## src/rtl/data_mem_ctrl.sv

```systemverilog
// data_mem_ctrl: single-outstanding load/store controller between the execute
// stage and a fixed-latency data memory.
//
// Ports:
//   clk, rst_b                    clock, asynchronous active-low reset
//   req_valid/we/addr/wdata       request from the execute stage
//   req_ready                     controller is idle and can accept
//   stall                         freeze request to the core pipeline
//   resp_valid/rdata/err          one-cycle response (err = misaligned)
//   mem_en/we/addr/wdata          memory port, driven during ACCESS only
//   mem_rdata                     memory read data, valid in last ACCESS cycle
//   rd_count, wr_count            saturating counts of aligned loads/stores
module data_mem_ctrl #(
    parameter int unsigned MEM_LATENCY = 2
) (
    input  logic        clk,
    input  logic        rst_b,
    input  logic        req_valid,
    input  logic        req_we,
    input  logic [31:0] req_addr,
    input  logic [31:0] req_wdata,
    output logic        req_ready,
    output logic        stall,
    output logic        resp_valid,
    output logic [31:0] resp_rdata,
    output logic        resp_err,
    output logic        mem_en,
    output logic        mem_we,
    output logic [31:0] mem_addr,
    output logic [31:0] mem_wdata,
    input  logic [31:0] mem_rdata,
    output logic [15:0] rd_count,
    output logic [15:0] wr_count
);

    typedef enum logic [1:0] {
        StIdle   = 2'd0,
        StAccess = 2'd1,
        StResp   = 2'd2
    } state_e;

    localparam logic [7:0] LatM1 = 8'(MEM_LATENCY - 1);

    state_e      state_q, state_d;
    logic [7:0]  cnt_q, cnt_d;
    logic        we_q, we_d;
    logic        err_q, err_d;
    logic [31:0] addr_q, addr_d;
    logic [31:0] wdata_q, wdata_d;
    logic [31:0] rdata_q, rdata_d;
    logic [15:0] rd_q, rd_d;
    logic [15:0] wr_q, wr_d;

    always_ff @(posedge clk or negedge rst_b) begin
        if (!rst_b) begin
            state_q <= StIdle;
            cnt_q   <= '0;
            we_q    <= 1'b0;
            err_q   <= 1'b0;
            addr_q  <= '0;
            wdata_q <= '0;
            rdata_q <= '0;
            rd_q    <= '0;
            wr_q    <= '0;
        end else begin
            state_q <= state_d;
            cnt_q   <= cnt_d;
            we_q    <= we_d;
            err_q   <= err_d;
            addr_q  <= addr_d;
            wdata_q <= wdata_d;
            rdata_q <= rdata_d;
            rd_q    <= rd_d;
            wr_q    <= wr_d;
        end
    end

    always_comb begin
        state_d = state_q;
        cnt_d   = cnt_q;
        we_d    = we_q;
        err_d   = err_q;
        addr_d  = addr_q;
        wdata_d = wdata_q;
        rdata_d = rdata_q;
        rd_d    = rd_q;
        wr_d    = wr_q;
        unique case (state_q)
            StIdle: begin
                if (req_valid) begin
                    we_d = req_we;
                    if (req_addr[1:0] != 2'b00) begin
                        // Misaligned: skip the memory entirely; the memory-side
                        // address/data registers keep their previous values.
                        err_d   = 1'b1;
                        state_d = StResp;
                    end else begin
                        err_d   = 1'b0;
                        addr_d  = req_addr;
                        wdata_d = req_wdata;
                        cnt_d   = LatM1;
                        state_d = StAccess;
                    end
                end
            end
            StAccess: begin
                if (cnt_q == 8'd0) begin
                    if (!we_q) rdata_d = mem_rdata;
                    state_d = StResp;
                end else begin
                    cnt_d = cnt_q - 8'd1;
                end
            end
            StResp: begin
                state_d = StIdle;
                if (!err_q) begin
                    if (we_q) begin
                        if (wr_q != 16'hFFFF) wr_d = wr_q + 16'd1;
                    end else begin
                        if (rd_q != 16'hFFFF) rd_d = rd_q + 16'd1;
                    end
                end
            end
            default: state_d = StIdle;
        endcase
    end

    always_comb begin
        req_ready  = (state_q == StIdle);
        stall      = ((state_q == StIdle) && req_valid) || (state_q == StAccess);
        resp_valid = (state_q == StResp);
        resp_err   = resp_valid && err_q;
        resp_rdata = (resp_valid && !err_q && !we_q) ? rdata_q : 32'd0;
        mem_en     = (state_q == StAccess);
        mem_we     = mem_en && we_q;
        mem_addr   = {addr_q[31:2], 2'b00};
        mem_wdata  = wdata_q;
        rd_count   = rd_q;
        wr_count   = wr_q;
    end

endmodule

```

## config.mk

```make
export PLATFORM = sky130hd
export DESIGN_NAME = data_mem_ctrl
export DESIGN_NICKNAME = d
export VERILOG_FILES = /design/src/rtl/data_mem_ctrl.sv
export SDC_FILE = /design/constraint.sdc
export NUM_CORES = 1
export LEC_CHECK = 0
export CORE_MARGIN = 3
export CORE_UTILIZATION = 44
export CTS_CLUSTER_SIZE = 40
export DETAILED_ROUTE_END_ITERATION = 12
export GPL_ROUTABILITY_DRIVEN = 0
export PLACE_DENSITY = 0.83
export SLEW_MARGIN = 20
export SYNTH_ARGS = -nofsm -noshare
export SYNTH_HDL_FRONTEND = slang
export SYNTH_SLANG_ARGS = --single-unit
```

## constraint.sdc

```tcl
create_clock -name clk -period 3.08 [get_ports clk]
set_clock_uncertainty 0.2 [all_clocks]
set_input_delay 0.308 -clock clk [delete_from_list [all_inputs] [get_ports clk]]
set_output_delay 0.308 -clock clk [all_outputs]
set_load 0.02 [all_outputs]
```

==> flow_summary.json, run 1 <==
{
  "synthesis.area_mm2": 0.00604,
  "htreeDepth": 4,
  "status": "complete, no violations",
  "max_slew_margin_pct": 54.3,
  "synth_cell_types": 44,
  "static-leakage-power_nw": 4.26,
  "first_global_vias": 5261,
  "synth_area_per_cell_um2": 10.2,
  "path_max_fanout": 35,
  "rsz0062_at_grt": "no",
  "final_layout_size_suffix_gt1_share_pct": 10.1,
  "worstMarginPinSlew_ns": 0.679,
  "synth_cells": 591,
  "grt_start_max_net_pins": 65,
  "crit_required_ns": 2.57,
  "yosys_warnings": 0,
  "hold_path_class": "in2reg",
  "power.density_cell_area_mw_per_mm2": 868,
  "clk_transition_reported_paths_ns": 0.06,
  "clock_latency_on_the_worst_skew_pair_ns": 0.42,
  "grt_pass1_wl_mm": 25.3,
  "synth_largest_type_area_fraction_pct": 57.2,
  "critPathKind": "reg2out",
  "cts-buffers-inserted": 17,
  "grtUsageTotal_pct": 21.2,
  "design.portCount": 234,
  "yosys.area.top_type": "sky130_fd_sc_hd__dfrtp_1",
  "avgViaCountPerCell": 4.99,
  "drt_first_iter_violations": 414,
  "worst_path_dominant_cell_family": "buffers and inverters",
  "nets": 930,
  "initial_utilization_pct": 45.2,
  "postCtsSetupRepairBufs": 0,
  "drt_pre_antenna_iters": 4,
  "routed-via-count": 5066,
  "postRouteWirelength_mm": 15.9,
  "timing_hold_violations_final": 0,
  "diodes": 0,
  "setup_violations": 0,
  "core_mm2": 0.0133,
  "clk_path_buf_depth": 2,
  "final.setup.tns_ns": 0,
  "p_sw_mw": 2.70,
  "critical_path.max_stage_delay_ns": 0.61,
  "post_synth_main_area_contributors": "sky130_fd_sc_hd__dfrtp_1 (57%), sky130_fd_sc_hd__nand2_1 (12%), sky130_fd_sc_hd__mux2_2 (6.5%)",
  "seqPwrFrac_pct": 37.0,
  "clock-root-buffer": "sky130_fd_sc_hd__clkbuf_16",
  "core.rowCount": 42,
  "flow.area_growth_from_synthesis_pct": 51.7,
  "synth.ff_latch_count": 138,
  "port-buffer-count": 231,
  "antenna_violations_before_repair": 0,
  "critPathLaunchType": "register",
  "cts_tree": "yes",
  "comb_power_share_pct": 36.5,
  "kind_of_capture_point_of_the_worst_setup_path": "output port",
  "cts.sinks": 138,
  "gr-total-overflow": 0,
  "pwr-share-clk_pct": 26.5,
  "filler_cell_count": 963,
  "maxCapViolations": 0,
  "post-place-cells": 982,
  "max_transition_viols_final": 0,
  "dieHeight_um": 123,
  "seq_area_frac_synth_pct": 57.2,
  "slowest_stage": "sky130_fd_sc_hd__clkdlybuf4s50_1",
  "max_clock_freq_mhz": 349,
  "hpwlAfterDp_mm": 11.6,
  "layout_min_cycle_time_ns": 2.87,
  "crit_path_cell_trace": "nor4b_2 > buf_4 > and2_1 > clkdlybuf4s50_1",
  "layout.cells.non_filler": 1015,
  "timing.critical_path.buf_inv": 2,
  "critPathArrivalTime_ns": 2.36,
  "ant_nets": 0,
  "die_width_um": 123,
  "cell_internal_pwr_mw": 5.25,
  "fin_crit_sh_pct": 93.1,
  "die_area_mm2": 0.0152,
  "remaining_drc_errors": 0,
  "vdd_drop_max_mv": 0.565,
  "post_drt_wl_per_cell_um": 15.6,
  "sw_frac_of_total_pct": 34.0
}
==> cells in the final DEF (no fill, tap or decap), types with 3 or more instances in the layout <==
cell,instances
sky130_fd_sc_hd__xnor2_1,8
sky130_fd_sc_hd__nand3_1,17
sky130_fd_sc_hd__a21oi_1,8
sky130_fd_sc_hd__nor3_1,12
sky130_fd_sc_hd__dfrtp_1,138
sky130_fd_sc_hd__nand2_1,196
sky130_fd_sc_hd__and3_1,4
sky130_fd_sc_hd__nor4_1,6
sky130_fd_sc_hd__or4_1,3
sky130_fd_sc_hd__and2_1,35
sky130_fd_sc_hd__nor2_1,17
sky130_fd_sc_hd__o21ai_0,6
sky130_fd_sc_hd__bufinv_16,3
sky130_fd_sc_hd__and4_1,4
sky130_fd_sc_hd__buf_4,7
sky130_fd_sc_hd__inv_1,7
sky130_fd_sc_hd__clkinvlp_4,3
sky130_fd_sc_hd__clkbuf_16,17
sky130_fd_sc_hd__or3_1,3
sky130_fd_sc_hd__nand4_1,12
sky130_fd_sc_hd__ha_1,4
sky130_fd_sc_hd__clkbuf_8,4
sky130_fd_sc_hd__clkdlybuf4s50_1,230
sky130_fd_sc_hd__mux2_2,35
sky130_fd_sc_hd__xor2_1,18
==> cell type report <==
class	count	area, um2	share of cell area (%)
clock buffers	22	484	5.29
clock inverters	10	140	1.53
inverters	7	26.3	0.287
multi-input cells	422	2440	26.6
flip-flops and latches	138	3450	37.7
well taps	176	220	2.40
repair buffers	240	2400	26.2
==> state kept, by name, indices dropped and copies added (netlist names) <==
name / cells
wr_count: 16
addr_q: 30
cnt_q: 8
we_q: 1
rd_count: 16
mem_wdata: 32
err_q: 1
state_q: 2
rdata_q: 32
==> final timing paths <==
check,startpoint,to,slack [ns],cells after the start
worst max-delay path,state_q[0],resp_rdata[2],0.21,4
worst min-delay path,req_wdata[23],mem_wdata[23],0.22,3
worst max register to register,cnt_q[0],rdata_q[13],0.62,6
worst min register to register,addr_q[24],addr_q[24],0.27,2
max in group asynchronous,rst_b,cnt_q[3],1.71,3
min in group asynchronous,rst_b,rd_count[11],0.24,2
==> power by group through the flow <==
stage	clock network, mW	registers (mW)	logic (mW)
floorplan	0	3.41	0.954
global placement	0	2.92	2.84
detailed placement	0	2.97	2.93
CTS	2.15	2.94	2.94
global route	2.24	3.04	3.13
finish	2.11	2.95	2.90
==> layer usage <==
layer | track usage (%) | part of all wire, % | routed length [um]
met1 | 25.1 | 40 | 6320
met2 | 35.2 | 50 | 7860
met3 | 7.55 | 8.7 | 1380
met4 | 8.72 | 1.8 | 289
met5 | 0 | 0 | 0
==> synth_stat cells (all sizes together) <==
| cell type | number |
|---|---|
| a31oi | 2 |
| buf | 11 |
| nor3b | 1 |
| clkbuf | 14 |
| xor2 | 18 |
| and4bb | 1 |
| nand2 | 197 |
| nor4b | 3 |
| nor4 | 9 |
| o22ai | 1 |
| or3 | 3 |
| mux2 | 37 |
| dfrtp | 138 |
| mux2i | 1 |
| o21ai | 6 |
| nand3 | 17 |
| or4b | 2 |
| o31ai | 2 |
| or3b | 1 |
| or4 | 4 |
| xnor2 | 8 |
| o21a | 1 |
| a21oi | 8 |
| inv | 7 |
| and4 | 4 |
| and3 | 4 |
| nand4 | 12 |
| ha | 4 |
| nand4bb | 1 |
| and2 | 36 |
| conb | 1 |
| o41ai | 1 |
| nor2b | 2 |
| nor3 | 13 |
| nand2b | 2 |
| nor2 | 17 |
| o211ai | 2 |
==> logic make-up (layout without fill, tap and decap cells) <==
family	after synthesis	after routing	synth area share [%]
other	1	2	0.0621
xor gates and xnor gates	26	26	3.77
adders and majority gates	4	4	0.829
DFF	138	138	57.2
and+or+nand+nor	329	329	26.2
muxes	38	38	7.07
AOI/OAI and AO/OA	23	23	2.24
buffers and inverters	32	279	2.61
==> worst reg2reg max path: cells and delay by family (launching register included) <==
family / cells / cell delay, ns
DFF: 1 / 0.40
muxes: 1 / 0.42
adders and majority gates: 1 / 0.15
buffers and inverters: 2 / 0.50
and+or+nand+nor: 2 / 0.68
==> metrics by stage <==
step | hold WS, ns | area [um2] | util [%] | setup slack, ns | total power [mW]
final | 0.220 | 9160 | 68.6 | 0.212 | 7.95
after floorplan | -0.188 | 6040 | - | 0.850 | 4.37
after CTS | 0.196 | 9160 | 68.6 | 0.188 | 8.03
after global placement | 0.120 | 8520 | 63.9 | 0.529 | 5.76
after detailed placement | 0.124 | 8520 | 63.9 | 0.482 | 5.89
after global routing | 0.210 | 9160 | 68.6 | 0.0590 | 8.41
==> timing repair <==
| action | CTS | global route |
|---|---|---|
| hold buffers | 1 | 0 |
| hold endpoints to repair | 61 | 0 |
| gates resized for setup | 0 | 0 |
Note: power is estimated with default switching activity, not from simulation.
==> inputs of run 2 (changes only) <==
Settings changed: CORE_UTILIZATION 44 to 40, PLACE_DENSITY 0.83 to 0.77, SKIP_LAST_GASP from default to 1.
==> run 2 against run 1 <==
  * Hold slack got worse by 0.0081 ns
  * Die area rose by 9.5%
  * Sequential power barely moved
  * Fmax rose by 2.2%
  * Power fell by 3.3%
  * Count of clock-buffer cells in the layout fell by 4
  * Sequential share of layout area rose by 0.14 points
  * Core utilization fell by 6.3 points
  * Setup slack improved by 0.062 ns
  * Via count fell by 1.9%
  * Routed wire length fell by 3.6%
  * Combinational power barely moved
  * Largest cell class unchanged
  * Largest power group unchanged
==> flow_summary.json, run 2 (synthesized netlist as in run 1, its figures left out) <==
{
  "status": "complete, no violations",
  "grtUsageTotal_pct": 19.0,
  "cts-buffers-inserted": 17,
  "core.rowCount": 44,
  "mostFrequentLayoutCell": "sky130_fd_sc_hd__clkdlybuf4s50_1",
  "placed_area_mm2": 0.00856,
  "die_width_um": 129,
  "clk_path_buf_depth": 2,
  "first_global_vias": 4854,
  "reg2reg_to": "rdata_q[29]",
  "ctsHoldBuffers": 1,
  "multi_input_comb_area_mm2": 0.00244,
  "maxCapViolations": 0,
  "core_mm2": 0.0146,
  "routed-via-count": 4969,
  "clock-root-buffer": "sky130_fd_sc_hd__clkbuf_16",
  "setup_violations": 0,
  "flow.area_growth_from_synthesis_pct": 51.2,
  "drt_first_iter_violations": 236,
  "postRouteWirelength_mm": 15.3,
  "critical_path.max_stage_delay_ns": 0.60,
  "clock_latency_on_the_worst_skew_pair_ns": 0.41,
  "layout_min_cycle_time_ns": 2.81,
  "vdd_drop_max_mv": 0.520,
  "postCtsSetupRepairBufs": 0,
  "final_cell_mix": "sky130_fd_sc_hd__clkdlybuf4s50_1 (230), sky130_fd_sc_hd__nand2_1 (196), sky130_fd_sc_hd__dfrtp_1 (138)",
  "ant_nets": 0,
  "clk_transition_reported_paths_ns": 0.06,
  "holdCritStartpoint": "req_addr[8]",
  "slowest_stage": "sky130_fd_sc_hd__clkdlybuf4s50_1",
  "cts.sinks": 138,
  "stdcell_area_mm2": 0.00913,
  "diodes": 0,
  "crit_required_ns": 2.57,
  "hold_path_class": "in2reg",
  "timing_hold_violations_final": 0,
  "design.portCount": 234,
  "nets": 932,
  "dieHeight_um": 129,
  "hold_end": "addr_q[8]",
  "gr-total-overflow": 0,
  "pre_cts_ws_ns": 0.637,
  "htreeDepth": 4,
  "filler_cell_count": 1232,
  "grt_start_max_net_pins": 67,
  "critPathKind": "reg2out",
  "ff_latch_area_mm2": 0.00345,
  "critPathArrivalTime_ns": 2.30,
  "grt_pass1_wl_mm": 24.7,
  "static-leakage-power_nw": 4.23,
  "rr_startpoint": "cnt_q[0]",
  "kind_of_capture_point_of_the_worst_setup_path": "output port",
  "cts_tree": "yes",
  "hpwlAfterDp_mm": 10.9,
  "remaining_drc_errors": 0,
  "fin_crit_sh_pct": 91.1,
  "worstMarginPinSlew_ns": 0.698,
  "max_transition_viols_final": 0,
  "crit_path_cell_trace": "nor4b_2 > buf_4 > and2_1 > clkdlybuf4s50_1",
  "die_area_mm2": 0.0166,
  "worst_setup_slack_for_register_to_register_paths_ns": 0.65,
  "postCtsResizedCells": 0,
  "final_layout_size_suffix_gt1_share_pct": 10.3,
  "max_slew_margin_pct": 53.0,
  "power.density_cell_area_mw_per_mm2": 843,
  "avgViaCountPerCell": 4.85,
  "worst-r2r-cell-count": 6,
  "rsz0062_at_grt": "no",
  "whs_path_depth": 3,
  "critPathLaunchType": "register",
  "final.setup.tns_ns": 0,
  "drt_pre_antenna_iters": 6,
  "post_drt_wl_per_cell_um": 14.9,
  "path_max_fanout": 35,
  "max_clock_freq_mhz": 356,
  "initial_utilization_pct": 41.2,
  "setup_ws_ns": 0.273,
  "antenna_violations_before_repair": 0,
  "port-buffer-count": 231
}
-- run 2: through the flow --
step | std cells | hold WS, ns | util (%) | total power, mW
final | 1025 | 0.212 | 62.3 | 7.69
after global routing | 1025 | 0.202 | 62.3 | 8.17
after CTS | 1025 | 0.191 | 62.3 | 7.80
after detailed placement | 992 | 0.149 | 58.5 | 5.85
after global placement | 992 | 0.151 | 58.5 | 5.78
after floorplan | 592 | -0.188 | - | 4.37
-- run 2: cell type report --
class	count	share of cell area, %
well taps	184	2.52
clock inverters	14	1.36
multi-input cells	422	26.7
clock buffers	18	4.70
repair buffers	242	26.6
flip-flops and latches	138	37.8
inverters	7	0.288
-- run 2: critical path, delay by kind of cell, from the launching register on --
family,cells,cell delay (ns)
simple gates,2,0.49
flops,1,0.47
buf+inv,2,0.91
-- run 2: per-layer routing --
layer,vias up,wire length (um),GRT usage (%)
met5,-,0,0
met4,0,263,7.72
met3,19,1470,7.93
met2,190,7180,29.9
met1,2323,6370,23.1
li1,2437,-,-
-- run 2: how the worst max path moves through the flow --
stage | startpoint | end | cells past startpoint
after floorplan | cnt_q[0] | rdata_q[10] | 6
after global placement | cnt_q[0] | rdata_q[11] | 6
after detailed placement | cnt_q[0] | rdata_q[29] | 6
after CTS | state_q[0] | resp_rdata[11] | 4
after global routing | state_q[0] | resp_rdata[11] | 4
final | state_q[0] | resp_rdata[8] | 4
-- run 2: power by group --
group | internal [mW] | total, mW | leakage [nW] | switching [mW]
registers | 2.49 | 2.93 | 1.79 | 0.439
clock network | 1.11 | 1.89 | 0.262 | 0.785
logic | 1.40 | 2.87 | 2.18 | 1.47
total | 5.00 | 7.69 | 4.23 | 2.69
==> inputs of run 3 (changes only) <==
Settings changed: GPL_ROUTABILITY_DRIVEN 0 to 1, MAX_ROUTING_LAYER from default to met4, SLEW_MARGIN 20 to default.
==> run 3 against run 2 <==
  * Power about the same
  * Combinational power about the same
  * Routed wire length up 0.32%
  * Design area unchanged
  * Critical path type unchanged
  * Critical endpoint unchanged
  * Largest cell class unchanged
==> flow_summary.json, run 3 (synthesized netlist as in run 1, its figures left out) <==
{
  "critPathArrivalTime_ns": 2.30,
  "critical_path.max_stage_delay_ns": 0.60,
  "setup_ws_ns": 0.271,
  "die_width_um": 129,
  "cts_tree": "yes",
  "flow.area_growth_from_synthesis_pct": 51.2,
  "design.portCount": 234,
  "cts.sinks": 138,
  "reg2reg_to": "rdata_q[29]",
  "kind_of_capture_point_of_the_worst_setup_path": "output port",
  "crit_required_ns": 2.57,
  "crit_path_cell_trace": "nor4b_2 > buf_4 > and2_1 > clkdlybuf4s50_1",
  "avgViaCountPerCell": 4.85,
  "gr-total-overflow": 0,
  "fin_crit_sh_pct": 91.2,
  "holdCritStartpoint": "req_wdata[16]",
  "max_clock_freq_mhz": 356,
  "die_area_mm2": 0.0166,
  "htreeDepth": 4,
  "remaining_drc_errors": 0,
  "slowest_stage": "sky130_fd_sc_hd__clkdlybuf4s50_1",
  "hold_end": "mem_wdata[16]",
  "maxCapViolations": 0,
  "postRouteWirelength_mm": 15.3,
  "critPathLaunchType": "register",
  "placed_area_mm2": 0.00856,
  "critPathKind": "reg2out",
  "first_global_vias": 4843,
  "routed-via-count": 4970,
  "rr_startpoint": "cnt_q[0]",
  "stdcell_area_mm2": 0.00913,
  "antenna_violations_before_repair": 0,
  "clk_path_buf_depth": 2,
  "final_cell_mix": "sky130_fd_sc_hd__clkdlybuf4s50_1 (230), sky130_fd_sc_hd__nand2_1 (196), sky130_fd_sc_hd__dfrtp_1 (138)",
  "ant_nets": 0,
  "drt_first_iter_violations": 227,
  "status": "complete, no violations",
  "diodes": 0,
  "vdd_drop_max_mv": 0.519,
  "port-buffer-count": 231,
  "worst_setup_slack_for_register_to_register_paths_ns": 0.64,
  "post_drt_wl_per_cell_um": 15.0,
  "clk_transition_reported_paths_ns": 0.06,
  "filler_cell_count": 1232,
  "static-leakage-power_nw": 4.23,
  "grt_start_max_net_pins": 67,
  "grtUsageTotal_pct": 19.6,
  "max_slew_margin_pct": 53.0,
  "worstMarginPinSlew_ns": 0.698,
  "rsz0062_at_grt": "no",
  "cts-buffers-inserted": 17,
  "core.rowCount": 44,
  "hpwlAfterDp_mm": 10.9,
  "max_transition_viols_final": 0,
  "worst-r2r-cell-count": 6,
  "dieHeight_um": 129,
  "drt_pre_antenna_iters": 4,
  "pre_cts_ws_ns": 0.637,
  "nets": 932,
  "finalWeightedCongestion": 0.830,
  "grt_pass1_wl_mm": 24.6,
  "core_mm2": 0.0146,
  "whs_path_depth": 3,
  "clock_latency_on_the_worst_skew_pair_ns": 0.41,
  "final_layout_size_suffix_gt1_share_pct": 10.3,
  "initial_utilization_pct": 41.2,
  "timing_hold_violations_final": 0,
  "path_max_fanout": 35,
  "layout_min_cycle_time_ns": 2.81,
  "power.density_cell_area_mw_per_mm2": 844,
  "final.setup.tns_ns": 0,
  "clock-root-buffer": "sky130_fd_sc_hd__clkbuf_16",
  "mostFrequentLayoutCell": "sky130_fd_sc_hd__clkdlybuf4s50_1",
  "setup_violations": 0,
  "hold_path_class": "in2reg"
}
run 3: cell counts in the layout (fill, tap and decap cells not counted):
No cell type changed its count.
run 3: where the power goes:
group | switching (mW) | total [mW] | leakage (nW) | internal (mW)
clock network | 0.789 | 1.90 | 0.262 | 1.11
logic | 1.47 | 2.87 | 2.18 | 1.40
registers | 0.439 | 2.93 | 1.79 | 2.49
run 3: layout make-up:
class                   count  area, um2  area share [%]
clock buffers              18        429            4.70
multi-input cells         422       2440            26.7
flip-flops and latches    138       3450            37.8
repair buffers            242       2420            26.6
clock inverters            14        124            1.36
well taps                 184        230            2.52
inverters                   7       26.3           0.288
run 3: worst max-delay path, delay by kind of cell (launching register included):
kind          cells  cell delay, ns
buf+inv           2            0.92
flops             1            0.47
simple gates      2            0.49
run 3: how the worst max path moves through the flow:
stage               start  cells after the start              to  slack, ns
2_1_floorplan    cnt_q[0]                      6     rdata_q[10]       0.85
3_3_place_gp     cnt_q[0]                      6     rdata_q[11]       0.70
4_1_cts        state_q[0]                      4  resp_rdata[11]       0.24
5_1_grt        state_q[0]                      4  resp_rdata[11]       0.09
6_report       state_q[0]                      4   resp_rdata[8]       0.27
3_5_place_dp     cnt_q[0]                      6     rdata_q[29]       0.64
run 3: metrics by stage:
step,hold slack [ns],total power [mW],utilization (%),std cells
3_5_place_dp,0.149,5.85,58.5,992
2_1_floorplan,-0.188,4.37,-,592
6_report,0.215,7.70,62.3,1025
3_3_place_gp,0.151,5.78,58.5,992
5_1_grt,0.204,8.16,62.3,1025
4_1_cts,0.191,7.80,62.3,1025
run 3: what timing repair did:
item	4_1_cts	5_1_grt
endpoints found under the hold margin	64	0
hold buffers	1	0
gates resized for setup	0	0
buffers inserted	0	0
run 3: routing by layer:
layer | part of all wire (%) | track usage [%]
met5 | 0 | -
met4 | 1.6 | 7.91
met3 | 7.3 | 5.77
met2 | 47 | 29.8
met1 | 44 | 24.6
